--- config.mk ---
export PLATFORM = sky130hd
export DESIGN_NAME = lcd_write_sequencer
export DESIGN_NICKNAME = d
export VERILOG_FILES = /design/src/rtl/lcd_seq_pkg.sv /design/src/rtl/lcd_cmd_fifo.sv /design/src/rtl/lcd_write_sequencer.sv
export SDC_FILE = /design/constraint.sdc
export NUM_CORES = 1
export LEC_CHECK = 0
export ABC_CLOCK_PERIOD_IN_PS = 2300
export CELL_PAD_IN_SITES_DETAIL_PLACEMENT = 1
export CELL_PAD_IN_SITES_GLOBAL_PLACEMENT = 1
export CORE_MARGIN = 4
export CORE_UTILIZATION = 40
export CTS_BUF_LIST = sky130_fd_sc_hd__clkbuf_4 sky130_fd_sc_hd__clkbuf_8
export DETAILED_ROUTE_END_ITERATION = 10
export GPL_ROUTABILITY_DRIVEN = 0
export GPL_TIMING_DRIVEN = 1
export PLACE_DENSITY = 0.82
export SYNTH_ARGS = -nofsm -noshare
export SYNTH_HDL_FRONTEND = slang
export SYNTH_SLANG_ARGS = --single-unit
--- constraint.sdc ---
create_clock -name clk -period 2.3 [get_ports clk]
set_input_delay 0.23 -clock clk [delete_from_list [all_inputs] [get_ports clk]]
set_output_delay 0.23 -clock clk [all_outputs]
set_load 0.01 [all_outputs]
--- src/rtl/lcd_seq_pkg.sv ---
// Shared types and constants for the HD44780-style LCD write sequencer.
package lcd_seq_pkg;

  typedef enum logic [2:0] {
    S_IDLE,
    S_SETUP,
    S_EN_HI,
    S_HOLD,
    S_EXEC
  } state_e;

  typedef struct packed {
    logic       rs;
    logic [7:0] data;
  } cmd_t;

  localparam logic [7:0] OP_CLEAR   = 8'h01;
  localparam logic [7:0] OP_HOME    = 8'h02;
  localparam int         FIFO_DEPTH = 4;
  localparam int         CNT_W      = 17;

  function automatic logic is_long(input cmd_t c);
    return !c.rs && (c.data == OP_CLEAR || c.data == OP_HOME);
  endfunction

endpackage

--- src/rtl/lcd_cmd_fifo.sv ---
// Small command queue for the LCD sequencer; the head entry is the
// command currently executing or next to execute.
module lcd_cmd_fifo
  import lcd_seq_pkg::*;
(
  input  logic clk,
  input  logic reset_n,
  input  logic push_i,
  input  cmd_t data_i,
  input  logic pop_i,
  output cmd_t data_o,
  output logic full_o,
  output logic empty_o
);

  localparam int AW = $clog2(FIFO_DEPTH);

  cmd_t          mem_q [FIFO_DEPTH];
  logic [AW-1:0] wr_q;
  logic [AW-1:0] rd_q;
  logic [AW:0]   cnt_q;
  logic          do_push;
  logic          do_pop;

  assign full_o  = (cnt_q == (AW+1)'(FIFO_DEPTH));
  assign empty_o = (cnt_q == '0);
  assign data_o  = mem_q[rd_q];
  assign do_pop  = pop_i && !empty_o;
  assign do_push = push_i && (!full_o || do_pop);

  always_ff @(posedge clk or negedge reset_n) begin
    if (!reset_n) begin
      for (int i = 0; i < FIFO_DEPTH; i++) mem_q[i] <= '0;
      wr_q  <= '0;
      rd_q  <= '0;
      cnt_q <= '0;
    end else begin
      if (do_push) begin
        mem_q[wr_q] <= data_i;
        wr_q        <= wr_q + 1'b1;
      end
      if (do_pop) rd_q <= rd_q + 1'b1;
      cnt_q <= cnt_q
             + {{AW{1'b0}}, do_push}
             - {{AW{1'b0}}, do_pop};
    end
  end

endmodule

--- src/rtl/lcd_write_sequencer.sv ---
// LCD write sequencer: toggle-requested writes with setup/enable/hold/exec
// timing. Define LCD_SEQ_FIFO_EN to queue up to four requests.
module lcd_write_sequencer
  import lcd_seq_pkg::*;
#(
  parameter int unsigned SETUP_CYC     = 3,
  parameter int unsigned EN_CYC        = 12,
  parameter int unsigned HOLD_CYC      = 2,
  parameter int unsigned EXEC_CYC      = 2000,
  parameter int unsigned EXEC_LONG_CYC = 82000
) (
  input  logic        clk,
  input  logic        reset_n,
  input  logic [10:0] cmd_in,
  input  logic        clr_drop,
  output logic [7:0]  lcd_data,
  output logic        lcd_rs,
  output logic        lcd_rw,
  output logic        lcd_en,
  output logic        busy,
  output logic        dropped
);

  localparam logic [CNT_W-1:0] L_SETUP = CNT_W'(SETUP_CYC - 1);
  localparam logic [CNT_W-1:0] L_EN    = CNT_W'(EN_CYC - 1);
  localparam logic [CNT_W-1:0] L_HOLD  = CNT_W'(HOLD_CYC - 1);
  localparam logic [CNT_W-1:0] L_EXEC  = CNT_W'(EXEC_CYC - 1);
  localparam logic [CNT_W-1:0] L_LONG  = CNT_W'(EXEC_LONG_CYC - 1);

  state_e           state_q, state_d;
  logic [CNT_W-1:0] cnt_q, cnt_d;
  cmd_t             out_q, out_d;
  logic             en_q;
  logic             tog_q;
  logic             drop_q, drop_d;

  logic req;
  cmd_t req_cmd;
  logic push;
  logic pop;
  logic drop;
  logic q_empty;
  logic q_full;
  cmd_t q_head;
  logic unused_rsvd;

  assign unused_rsvd = cmd_in[9];
  assign req         = cmd_in[10] ^ tog_q;
  assign req_cmd     = cmd_t'(cmd_in[8:0]);
  assign push        = req && (!q_full || pop);
  assign drop        = req && !push;

`ifdef LCD_SEQ_FIFO_EN
  lcd_cmd_fifo u_fifo (
    .clk     (clk),
    .reset_n (reset_n),
    .push_i  (push),
    .data_i  (req_cmd),
    .pop_i   (pop),
    .data_o  (q_head),
    .full_o  (q_full),
    .empty_o (q_empty)
  );
`else
  logic valid_q;
  cmd_t cmd_q;

  assign q_empty = !valid_q;
  assign q_full  = valid_q;
  assign q_head  = cmd_q;

  always_ff @(posedge clk or negedge reset_n) begin
    if (!reset_n) begin
      valid_q <= 1'b0;
      cmd_q   <= '0;
    end else if (push) begin
      valid_q <= 1'b1;
      cmd_q   <= req_cmd;
    end else if (pop) begin
      valid_q <= 1'b0;
    end
  end
`endif

  // Queue entry stays until its EXEC ends, so an idle empty queue
  // starts straight from the request word.
  always_comb begin
    state_d = state_q;
    cnt_d   = cnt_q;
    out_d   = out_q;
    pop     = 1'b0;
    unique case (state_q)
      S_IDLE: begin
        if (!q_empty || req) begin
          state_d = S_SETUP;
          cnt_d   = L_SETUP;
          out_d   = q_empty ? req_cmd : q_head;
        end
      end
      S_SETUP: begin
        if (cnt_q == '0) begin
          state_d = S_EN_HI;
          cnt_d   = L_EN;
        end else begin
          cnt_d = cnt_q - 1'b1;
        end
      end
      S_EN_HI: begin
        if (cnt_q == '0) begin
          state_d = S_HOLD;
          cnt_d   = L_HOLD;
        end else begin
          cnt_d = cnt_q - 1'b1;
        end
      end
      S_HOLD: begin
        if (cnt_q == '0) begin
          state_d = S_EXEC;
          cnt_d   = is_long(out_q) ? L_LONG : L_EXEC;
        end else begin
          cnt_d = cnt_q - 1'b1;
        end
      end
      S_EXEC: begin
        if (cnt_q == '0) begin
          state_d = S_IDLE;
          pop     = 1'b1;
        end else begin
          cnt_d = cnt_q - 1'b1;
        end
      end
      default: begin
        state_d = S_IDLE;
        cnt_d   = '0;
      end
    endcase
  end

  always_comb begin
    drop_d = drop_q;
    if (clr_drop) drop_d = 1'b0;
    if (drop)     drop_d = 1'b1;
  end

  always_ff @(posedge clk or negedge reset_n) begin
    if (!reset_n) begin
      state_q <= S_IDLE;
      cnt_q   <= '0;
      out_q   <= '0;
      en_q    <= 1'b0;
      tog_q   <= 1'b0;
      drop_q  <= 1'b0;
    end else begin
      state_q <= state_d;
      cnt_q   <= cnt_d;
      out_q   <= out_d;
      en_q    <= (state_d == S_EN_HI);
      tog_q   <= cmd_in[10];
      drop_q  <= drop_d;
    end
  end

  assign lcd_data = out_q.data;
  assign lcd_rs   = out_q.rs;
  assign lcd_rw   = 1'b0;
  assign lcd_en   = en_q;
  assign busy     = (state_q != S_IDLE) || !q_empty;
  assign dropped  = drop_q;

endmodule

==> summary.txt <==
Status
  • Status: completed

STA
  • Slew @ Worst Pin: around 0.67 ns
  • Setup violations, final: 0
  • Final period util: about 96%
  • Final hold slack: 0.4590 ns
  • Clock skew: 0.006209 ns
  • Slew margin rel.: between 50% and 60%
  • Final setup TNS: 0 ns
  • Fmax: ~450 MHz
  • Pins Over Slew Limit: 0
  • Crit path time final: 2.199 ns
  • Final Hold Viols: 0

Cells and area
  • Final std cells w/o fill: 345
  • Nets: 289
  • Area grow syn2layout: 21.81%
  • Diodes inserted: 0
  • Final design utilization: 50.70%
  • Proportion of layout cells with a drive suffix above 1: between 10% and 20%

Floorplanning
  • # rows: 27
  • Die ar.: slightly above 7000 µm²
  • Width of the die: 83.93 µm
  • Die Y: approximately 84 µm
  • Initial core utilization: between 40% and 50%
  • Core area: around 5500 µm²
  • Io pins: 27

Route
  • Drc violations: 0
  • DR pass1 iterations: 4
  • Routed vias/inst: roughly 5.7
  • WL/cell: ~18 µm
  • Iteration-0 DRC Markers: 85
  • Via count: 1970
  • Final WL: 6.295 mm
  • Final ANT Viol Nets: 0

Pwr
  • P_leak: between 1 and 1.5 nW
  • Pwr Total: between 0.001 and 0.0015 W
  • Peak supply drop: ~0.25 mV
  • Pwr Density: approximately 500 nW/µm²

Worst setup path
  • Max stage delay on crit path: 0.49 ns
  • Reg2reg setup slack: about 0.12 ns
  • CP max stage cell: dfrtp_1
  • Type of the worst setup path: flip-flop to output pin
  • Cell family with most CP delay: simple AND/OR/NAND/NOR gates
  • Critical Path Fanout Max: 9
  • CP Cell Sequence: or2_2 > or3_1 > clkdlybuf4s50_1
  • Req. time, crit path: just over 2 ns
  • Crit path DAT: roughly 2.0 ns
  • CP startpoint kind: flip-flop
  • Crit path launch: state_q[1]
  • Worst Setup End Kind: output pin
  • Crit path buffers/inverters: 1
  • Reg2reg start: state_q[1]

Min path
  • Tightest Hold Check Type: input pin to flip-flop
  • Min-Delay Startpoint: cmd_in[10]

Global routing
  • GRT Util Overall: a little under a fifth
  • Antenna violations before repair: 0
  • Congestion Overflow GR: 0
  • Vias in the first global route: between 2000 and 2500
  • First-pass GRT wire length: between 10 and 15 mm
  • Pin count of the biggest net entering global routing: 29

Place
  • Port Buf Inserts: 24
  • HPWL Detailed: around 4.6 mm
  • Placed cell count: 337

Yosys
  • Syn nets: between 200 and 300
  • Most common cell in the netlist: dfrtp_1
  • Library cells used by synthesis: 49
  • Post-synthesis sequential area ratio: a little under half
  • Synthesized flop and latch total: 42
  • Most frequent cells after synthesis: 42 x dfrtp_1, 24 x nand2_1, 19 x o21ai_0
  • Ys flop type: dfrtp_1
  • Post-synth top area share: between 40 and 50%
  • YS warnings: 0
  • Post-synth top area cell: dfrtp_1
  • Mapped cell area: roughly 2300 µm²
  • Fraction of registers with async set/reset: 100.0%
  • Number of synthesized flops with an enable pin: 0
  • Synth Area per Inst: between 9 and 10 µm²
  • Synthesized instance count: between 200 and 250
  • Ranking of synthesized cells by area: dfrtp_1 46%, mux2_2 4.4%, o21ai_0 4.1%

CTS
  • H-tree depth: 2
  • Root Buffer: clkbuf_8
  • Worst-path clk slew: 0.08 ns
  • Post-CTS Setup Repair Bufs: 0
  • CTS sink count: 42
  • Total CTS buffers: 5
  • Clock latency on the worst-skew pair: 0.29 ns
  • CTS tree: built
  • Max clock buf depth: 2

Job
  • Max Cap Viol: 0
report_power, final:
part           internal [W]  switching, W   total, W
sequential         0.000740    0.00000173   0.000742
clock              0.000348      0.000264   0.000612
combinational     0.0000272     0.0000277  0.0000548
total               0.00112      0.000294    0.00141
cell usage in the layout (no fill, tap or decap), types with 2 or more instances in the layout:
master / Yosys / final
a21oi_1: 10 / 10
a22oi_1: 3 / 3
a31oi_1: 2 / 2
and4_1: 2 / 2
buf_4: 1 / 12
clkbuf_8: 0 / 6
clkdlybuf4s50_1: 0 / 23
dfrtp_1: 42 / 42
ha_1: 2 / 2
inv_1: 6 / 6
mux2_2: 9 / 9
mux2i_1: 9 / 9
nand2_1: 24 / 24
nand2_2: 2 / 2
nand2b_1: 3 / 3
nand3_1: 7 / 6
nand4_1: 3 / 3
nor2_1: 18 / 18
nor3_1: 5 / 5
nor4_1: 8 / 7
nor4_2: 2 / 3
o211ai_1: 5 / 5
o21ai_0: 19 / 19
o21ai_1: 3 / 3
o22ai_1: 4 / 4
o31ai_1: 2 / 2
or2_2: 5 / 5
or3_1: 3 / 3
or4_1: 2 / 2
xnor2_1: 8 / 8
xor2_1: 3 / 3
layout make-up:
cell class	count	area (µm²)
fillers	653	2731
multi-input cells	180	1186
flip-flops and latches	42	1051
repair buffers	38	346.6
well taps	72	90.09
clock buffers	6	82.58
clock inverters	1	30.03
inverters	6	22.52
stage by stage:
stage / cell area, µm² / worst slack [ns]
finish: 2809 / 0.1005
floorplan: 2306 / 0.3578
global route: 2809 / -0.03644
global placement: 2655 / 0.04606
detailed placement: 2655 / -0.003236
CTS: 2784 / 0.1002
metal layers:
| layer | vias up | share of wire (%) | global-route usage, % |
|---|---|---|---|
| li1 | 932 | - | - |
| met2 | 42 | 51 | 32.61 |
| met1 | 991 | 45 | 24.27 |
| met4 | 0 | 0.64 | 3.947 |
| met5 | - | 0 | 0 |
| met3 | 5 | 3.0 | 3.455 |
flip-flops by register name, summed over array words and instances (netlist names):
signal,count
cnt_q,17
cmd_q,9
lcd_data,8
state_q,3
dropped,1
lcd_en,1
lcd_rs,1
q_full,1
tog_q,1
final timing paths:
kind | depth (start not counted) | to
worst max-delay path | 3 | busy
worst min-delay path | 1 | tog_q
worst max register to register | 5 | cmd_q[7]
worst min register to register | 1 | cmd_q[8]
max in group asynchronous | 3 | cnt_q[7]
min in group asynchronous | 2 | lcd_en
what timing repair did:
action	CTS	global route
hold buffers	1	0
setup endpoints to repair	3	10
endpoints found under the hold margin	26	0
gates resized for setup	1	5
worst reg2reg max path, stage by stage (launching register included):
cell and delay, ns:
dfrtp_1 0.49, nor2_1 0.56, nand2_1 0.22, o21ai_1 0.26, nand2_2 0.21, mux2_2 0.32
logic make-up (layout without fill, tap and decap cells):
family / Yosys count / count (layout) / synth area share, %
mux: 18 / 18 / 8.302
flops: 42 / 42 / 45.58
xor+xnor: 11 / 11 / 4.178
buf+inv: 18 / 51 / 4.178
simple gates: 92 / 92 / 21.76
fa+ha+maj: 2 / 2 / 1.085
other cells: 1 / 1 / 0.1626
compound gates: 56 / 56 / 14.76
No activity file was read; power rests on OpenSTA's default activity.
